==> src/rtl/hazard_stall_controller.sv <==
// Hazard and stall controller for a simple in-order pipeline.
// It detects load-use hazards, flushes IF/ID after taken jumps, and freezes
// the pipeline while a memory-stage access holds the shared memory port.
// It also counts the cycles in which the PC was held.
module hazard_stall_controller #(
  parameter int FLUSH_CYCLES = 2,
  parameter int CNT_W        = 16
) (
  input  logic             clk,
  input  logic             reset,
  input  logic [2:0]       id_reg1,
  input  logic [2:0]       id_reg2,
  input  logic             id_uses_reg1,
  input  logic             id_uses_reg2,
  input  logic             ex_mem_read,
  input  logic [2:0]       ex_dest,
  input  logic             jump_occured,
  input  logic             mem_access_req,
  input  logic             mem_ready,
  output logic             pc_write,
  output logic             if_id_write,
  output logic             if_id_flush,
  output logic             id_ex_bubble,
  output logic             pipe_freeze,
  output logic             fetch_grant,
  output logic [1:0]       state,
  output logic [CNT_W-1:0] stall_count
);

  typedef enum logic [1:0] {
    RUN        = 2'b00,
    LOAD_STALL = 2'b01,
    FLUSH      = 2'b10,
    MEM_WAIT   = 2'b11
  } state_e;

  state_e           state_q, state_d;
  state_e           saved_q, saved_d;
  logic [2:0]       flush_cnt_q, flush_cnt_d;
  logic [CNT_W-1:0] stall_cnt_q;
  logic             load_use;

  // A load in EX whose destination is read by the decode instruction.
  assign load_use = ex_mem_read &&
                    ((id_uses_reg1 && (ex_dest == id_reg1)) ||
                     (id_uses_reg2 && (ex_dest == id_reg2)));

  // Next-state and output decode; while reset is held every control output is forced low.
  always_comb begin
    state_d      = state_q;
    saved_d      = saved_q;
    flush_cnt_d  = flush_cnt_q;
    pc_write     = 1'b1;
    if_id_write  = 1'b1;
    fetch_grant  = 1'b1;
    if_id_flush  = 1'b0;
    id_ex_bubble = 1'b0;
    pipe_freeze  = 1'b0;
    if (!reset) begin
      pc_write    = 1'b0;
      if_id_write = 1'b0;
      fetch_grant = 1'b0;
    end else begin
      case (state_q)
        RUN, LOAD_STALL: begin
          if ((state_q == RUN) && jump_occured) begin
            if_id_flush  = 1'b1;
            id_ex_bubble = 1'b1;
            if (FLUSH_CYCLES <= 1) begin
              state_d     = RUN;
              flush_cnt_d = 3'd0;
            end else begin
              state_d     = FLUSH;
              flush_cnt_d = 3'(FLUSH_CYCLES - 1);
            end
          end else if (mem_access_req && !mem_ready) begin
            pc_write    = 1'b0;
            if_id_write = 1'b0;
            fetch_grant = 1'b0;
            pipe_freeze = 1'b1;
            saved_d     = RUN;
            state_d     = MEM_WAIT;
          end else if (mem_access_req && mem_ready) begin
            fetch_grant = 1'b0;
            pc_write    = 1'b0;
            if_id_flush = 1'b1;
            state_d     = RUN;
          end else if ((state_q == RUN) && load_use) begin
            pc_write     = 1'b0;
            if_id_write  = 1'b0;
            id_ex_bubble = 1'b1;
            state_d      = LOAD_STALL;
          end else begin
            state_d = RUN;
          end
        end
        FLUSH: begin
          if_id_flush  = 1'b1;
          id_ex_bubble = 1'b1;
          if (mem_access_req && !mem_ready) begin
            pc_write    = 1'b0;
            if_id_write = 1'b0;
            fetch_grant = 1'b0;
            pipe_freeze = 1'b1;
            saved_d     = FLUSH;
            state_d     = MEM_WAIT;
          end else if (flush_cnt_q <= 3'd1) begin
            flush_cnt_d = 3'd0;
            state_d     = RUN;
          end else begin
            flush_cnt_d = flush_cnt_q - 3'd1;
          end
        end
        MEM_WAIT: begin
          pc_write    = 1'b0;
          if_id_write = 1'b0;
          fetch_grant = 1'b0;
          pipe_freeze = 1'b1;
          if (mem_ready) begin
            state_d = saved_q;
          end
        end
        default: begin
          state_d = RUN;
        end
      endcase
    end
  end

  // FSM state, saved return state and remaining flush cycles.
  always_ff @(posedge clk or negedge reset) begin
    if (!reset) begin
      state_q     <= RUN;
      saved_q     <= RUN;
      flush_cnt_q <= 3'd0;
    end else begin
      state_q     <= state_d;
      saved_q     <= saved_d;
      flush_cnt_q <= flush_cnt_d;
    end
  end

  // Saturating count of cycles in which the PC was held.
  always_ff @(posedge clk or negedge reset) begin
    if (!reset) begin
      stall_cnt_q <= '0;
    end else if (!pc_write && (stall_cnt_q != {CNT_W{1'b1}})) begin
      stall_cnt_q <= stall_cnt_q + 1'b1;
    end
  end

  assign state       = state_q;
  assign stall_count = stall_cnt_q;

endmodule
==> config.mk <==
export PLATFORM = sky130hd
export DESIGN_NAME = hazard_stall_controller
export DESIGN_NICKNAME = d
export VERILOG_FILES = /design/src/rtl/hazard_stall_controller.sv
export SDC_FILE = /design/constraint.sdc
export NUM_CORES = 1
export LEC_CHECK = 0
export CORE_AREA = 2 2 59 61
export CTS_BUF_LIST = sky130_fd_sc_hd__clkbuf_16
export CTS_CLUSTER_SIZE = 14
export DETAILED_ROUTE_END_ITERATION = 10
export DIE_AREA = 0 0 61 63
export MAX_ROUTING_LAYER = met4
export PLACE_DENSITY = 0.81
export SETUP_SLACK_MARGIN = 0.1
export SLEW_MARGIN = 10
export SYNTH_ARGS = -nofsm -noshare
export SYNTH_HDL_FRONTEND = slang
export SYNTH_SLANG_ARGS = --single-unit
export TNS_END_PERCENT = 30
==> constraint.sdc <==
create_clock -name clk -period 2.2 [get_ports clk]
set_input_delay 0.55 -clock clk [delete_from_list [all_inputs] [get_ports clk]]
set_output_delay 0.55 -clock clk [all_outputs]
set_load 0.02 [all_outputs]
==> results.md <==
Status:
- The flow ran to the end, and the final reports show no timing, DRC or antenna violations.

Yosys:
- The cell type with the highest aggregate area in the netlist is sky130_fd_sc_hd__dfrtp_1.
- Counting every net in the synthesized netlist gives 171.
- In this run the cell area of the synthesized design comes to 0.00145 mm^2.
- The synthesized instance count is 151.
- In this run, synthesis produced a sequential element count of 22.
- For this run, the number of Yosys warnings is 0.
- The share of flip-flops with an asynchronous set or reset after synthesis is 100%.
- In the synthesized netlist the dominant register cell turns out to be sky130_fd_sc_hd__dfrtp_1.
- The average instance in the mapped netlist occupies 9.60 um^2.
- Ranked by total cell area, the synthesized netlist is headed by sky130_fd_sc_hd__dfrtp_1, sky130_fd_sc_hd__xnor2_1, sky130_fd_sc_hd__o21ai_0.
- Of the synthesized area, sequential elements account for 38.0%.
- Synthesis instantiated 40 different standard cells from the library.
- The share of the synthesized area in the top cell type is 38.0%.
- Yosys mapped a number of flops with a built-in enable equal to 0.

Pwr:
- Dividing total power by cell area gives a power density of 892 mW/mm^2.
- The peak ir drop on the vdd network is 0.000437 V.
- The total design power is 1.94 mW.
- The leakage power figure is 0.958 nW.

Detailed routing:
- The number of DRC violations after detailed routing is 0.
- Before antenna repair, the detailed router went through 4 iterations.
- The sum of routed wire length over all layers is 3900 um.
- The count of nets left with antenna violations once routing finished came out at 0.
- The vias per cell is 5.43.
- The routed length per placed instance is 14.9 um.
- For this block, the via count after detailed routing is 1417.
- The detailed router finished its first iteration with 73 violations.

STA:
- The total of endpoints with negative setup slack in the final report is 0.
- At the pin with the least slew margin, the transition time is 0.381 ns.
- The worst path in the final design needs a cycle of 2.12 ns, including I/O delays and setup.
- The final clock skew is 0.00180 ns.
- The tightest slew margin relative to the limit is 74.3%.
- The hold violation total from the final report is 0.
- Of the available clock period, the critical path in the final layout requires 96.5%.
- The count of pins over their slew limit is 0.
- The sum of negative setup slack is 0 ns.
- Setup repair after global routing could not meet its margin everywhere.
- Based on the critical path, the design can be clocked at up to 0.471 GHz.

Worst setup path:
- Counting both buffers and inverters, the worst setup path holds a total of 2.
- The signal on the critical path passes through buf_2, xnor2_1, nand4_1, a21oi_4, a21oi_2, buf_4.
- On the critical path, the stage with the largest delay is an instance of sky130_fd_sc_hd__a21oi_4.
- STA classifies the critical path startpoint as an input pin.
- The worst path required time is 1.65 ns.
- The kind of critical path is in2out.
- STA classifies the critical path endpoint as a primary output.
- On the worst path, the slowest cell contributes a delay of 0.28 ns.
- The worst path arrival time is 1.57 ns.
- The biggest fanout along the worst timing path is 4.
- The family with the most delay on the worst path is compound AO/OA/AOI/OAI gates.

Die:
- For this configuration, the core starts out at a cell density of 44.9%.
- Measured along the x axis, the die boundary spans 61 um.
- The placeable core region is 0.00323 mm^2.
- For this design the top-level I/O count stands at 41.
- The area enclosed by the die boundary is 0.00384 mm^2.
- The die is 63 um tall.
- The initialized floorplan defines 21 standard-cell rows.

Clock network:
- The clock tree from TritonCTS is yes.
- The clock edge transition at the registers on the reported setup and hold paths is 0.06 ns.
- In this run the number of H-tree levels came out at 1.
- The clock latency on the worst-skew pair is 0.25 ns.
- For this design, the sink count on the clock tree is 22.
- CTS placed an instance of sky130_fd_sc_hd__clkbuf_16 at the clock tree root.
- The clock passes through at most 2 buffers.
- TritonCTS created 3 clock buffers.

GRT:
- Global routing used 22.2% of the available tracks across all layers.
- The first global-routing pass estimated 6440 um of wire.
- The pin count of the biggest net entering global routing is 17.
- The number of global-route vias before repair is 1419.
- The initial antenna violation count is 0.
- Summed over all layers, the global routing overflow is 0.

Final layout:
- Compared with the post-synthesis result, the final layout area differs by 49.9%.
- The number of nets at the end of the flow is 236.
- The number of non-filler instances in the completed layout is 261.
- Cells with a size suffix above 1 make up 30.2% of the layout.
- The antenna cell count is 0.

Job:
- The count of max-cap constraint violations is 0.

Placement:
- The HPWL after detailed placement is 2920 um.
- The global placer's final weighted congestion is 0.844.
- After detailed placement, the design holds a cell count of 254.
- Input and output buffers added on the ports amount to 40.

Hold path:
- The class of the most critical hold timing path is in2async.
-- per-stage QoR --
stage	util, %	setup WS [ns]	instance area, um^2	hold slack, ns
floorplan	-	0.128	1450	0.254
global placement	63.3	-0.689	2050	0.474
detailed placement	63.3	-0.709	2050	0.497
CTS	65.4	0.0525	2110	0.487
global route	67.2	0.0173	2170	0.530
finish	67.2	0.0777	2170	0.501
-- kinds of logic after synthesis --
family          after synthesis  share of synthesized area (%)
simple gates                 49                           19.9
compound gates               43                           21.3
flops                        22                           38.0
xor+xnor                     16                           9.66
buf+inv                      12                           3.97
mux                           6                           4.57
fa+ha+maj                     3                           2.59
-- layer usage --
layer | routed length [um] | part of all wire (%) | up-vias | track usage [%]
met5 | 0 | 0 | - | -
met4 | 25 | 0.64 | 0 | 4.62
met3 | 158 | 4.1 | 5 | 3.31
met2 | 2090 | 54 | 41 | 37.5
met1 | 1620 | 42 | 694 | 27.6
li1 | - | - | 677 | -
-- state kept, by name, summed over array words and instances (netlist names) --
signal	cells
flush_cnt_q	3
saved_q	1
stall_count	16
state	2
-- worst register-to-register path, delay by kind of cell, from the launching register on --
kind / cells / cell delay, ns
AO/OA/AOI/OAI: 3 / 0.60
multiplexers: 1 / 0.33
AND/OR/NAND/NOR: 1 / 0.08
buffers and inverters: 2 / 0.34
flip-flops: 1 / 0.43
-- report_power, final --
part           switching [mW]  leakage (nW)  internal, mW
registers               0.121         0.277         0.505
logic                   0.445         0.642         0.478
clock network           0.147        0.0385         0.242
-- synthesized netlist by cell type, types with 2 or more instances --
master and instances:
sky130_fd_sc_hd__nor2_1 5, sky130_fd_sc_hd__dfrtp_1 22, sky130_fd_sc_hd__ha_1 3, sky130_fd_sc_hd__buf_2 4, sky130_fd_sc_hd__inv_1 6, sky130_fd_sc_hd__o2111ai_1 5
sky130_fd_sc_hd__o21ai_0 14, sky130_fd_sc_hd__and4_1 2, sky130_fd_sc_hd__o211ai_1 8, sky130_fd_sc_hd__and3_1 6, sky130_fd_sc_hd__nand2_1 12, sky130_fd_sc_hd__mux2_1 2
sky130_fd_sc_hd__nand2b_1 2, sky130_fd_sc_hd__nor2b_1 7, sky130_fd_sc_hd__a21oi_1 5, sky130_fd_sc_hd__xnor2_1 16, sky130_fd_sc_hd__and2_1 4, sky130_fd_sc_hd__nand3b_1 3
sky130_fd_sc_hd__mux2_2 3, sky130_fd_sc_hd__nand4_1 2
-- layout by cell type (no fill, tap or decap), types with 3 or more instances in the layout --
cell type                         count
sky130_fd_sc_hd__mux2_2               3
sky130_fd_sc_hd__clkbuf_16            3
sky130_fd_sc_hd__o2111ai_1            5
sky130_fd_sc_hd__buf_2                4
sky130_fd_sc_hd__o211ai_1             8
sky130_fd_sc_hd__nor2b_1              6
sky130_fd_sc_hd__and3_1               6
sky130_fd_sc_hd__clkdlybuf4s50_1     18
sky130_fd_sc_hd__clkbuf_2             3
sky130_fd_sc_hd__dfrtp_1             21
sky130_fd_sc_hd__and2_1               4
sky130_fd_sc_hd__inv_1                6
sky130_fd_sc_hd__xnor2_2              3
sky130_fd_sc_hd__buf_6                7
sky130_fd_sc_hd__buf_4               27
sky130_fd_sc_hd__o21ai_1              3
sky130_fd_sc_hd__nand3b_1             3
sky130_fd_sc_hd__dlygate4sd2_1        4
sky130_fd_sc_hd__nor2_1               3
sky130_fd_sc_hd__a21oi_1              3
sky130_fd_sc_hd__o21ai_0             12
sky130_fd_sc_hd__nand2_1             12
sky130_fd_sc_hd__ha_1                 3
sky130_fd_sc_hd__xnor2_1             13
-- worst paths after layout --
kind	startpoint	endpoint	slack, ns	cells past startpoint
worst max-delay path	id_reg2[2]	if_id_write	0.08	6
worst min-delay path	reset	state[0]	0.50	2
worst max register to register	state[1]	stall_count[15]	0.31	7
worst min register to register	stall_count[9]	stall_count[9]	0.50	1
max in group asynchronous	reset	stall_count[4]	1.43	2
min in group clk	stall_count[9]	stall_count[9]	0.50	1
-- final cells by class --
class	instances	area, um^2
Clock inverter	1	3.75
Inverter	6	22.5
Clock buffer	3	75.1
Fill cell	289	1060
Multi-Input combinational cell	117	896
Tap cell	46	57.6
Sequential cell	22	552
Timing Repair Buffer	66	567
-- repair_timing --
item | in CTS | in global routing
setup endpoints to repair | 13 | 6
endpoints found under the hold margin | 0 | 0
hold buffers | 0 | 0
pin swaps | 12 | 10
setup buffers | 1 | 2
gates resized for setup | 69 | 29
Note: power is estimated with default switching activity, not from simulation.
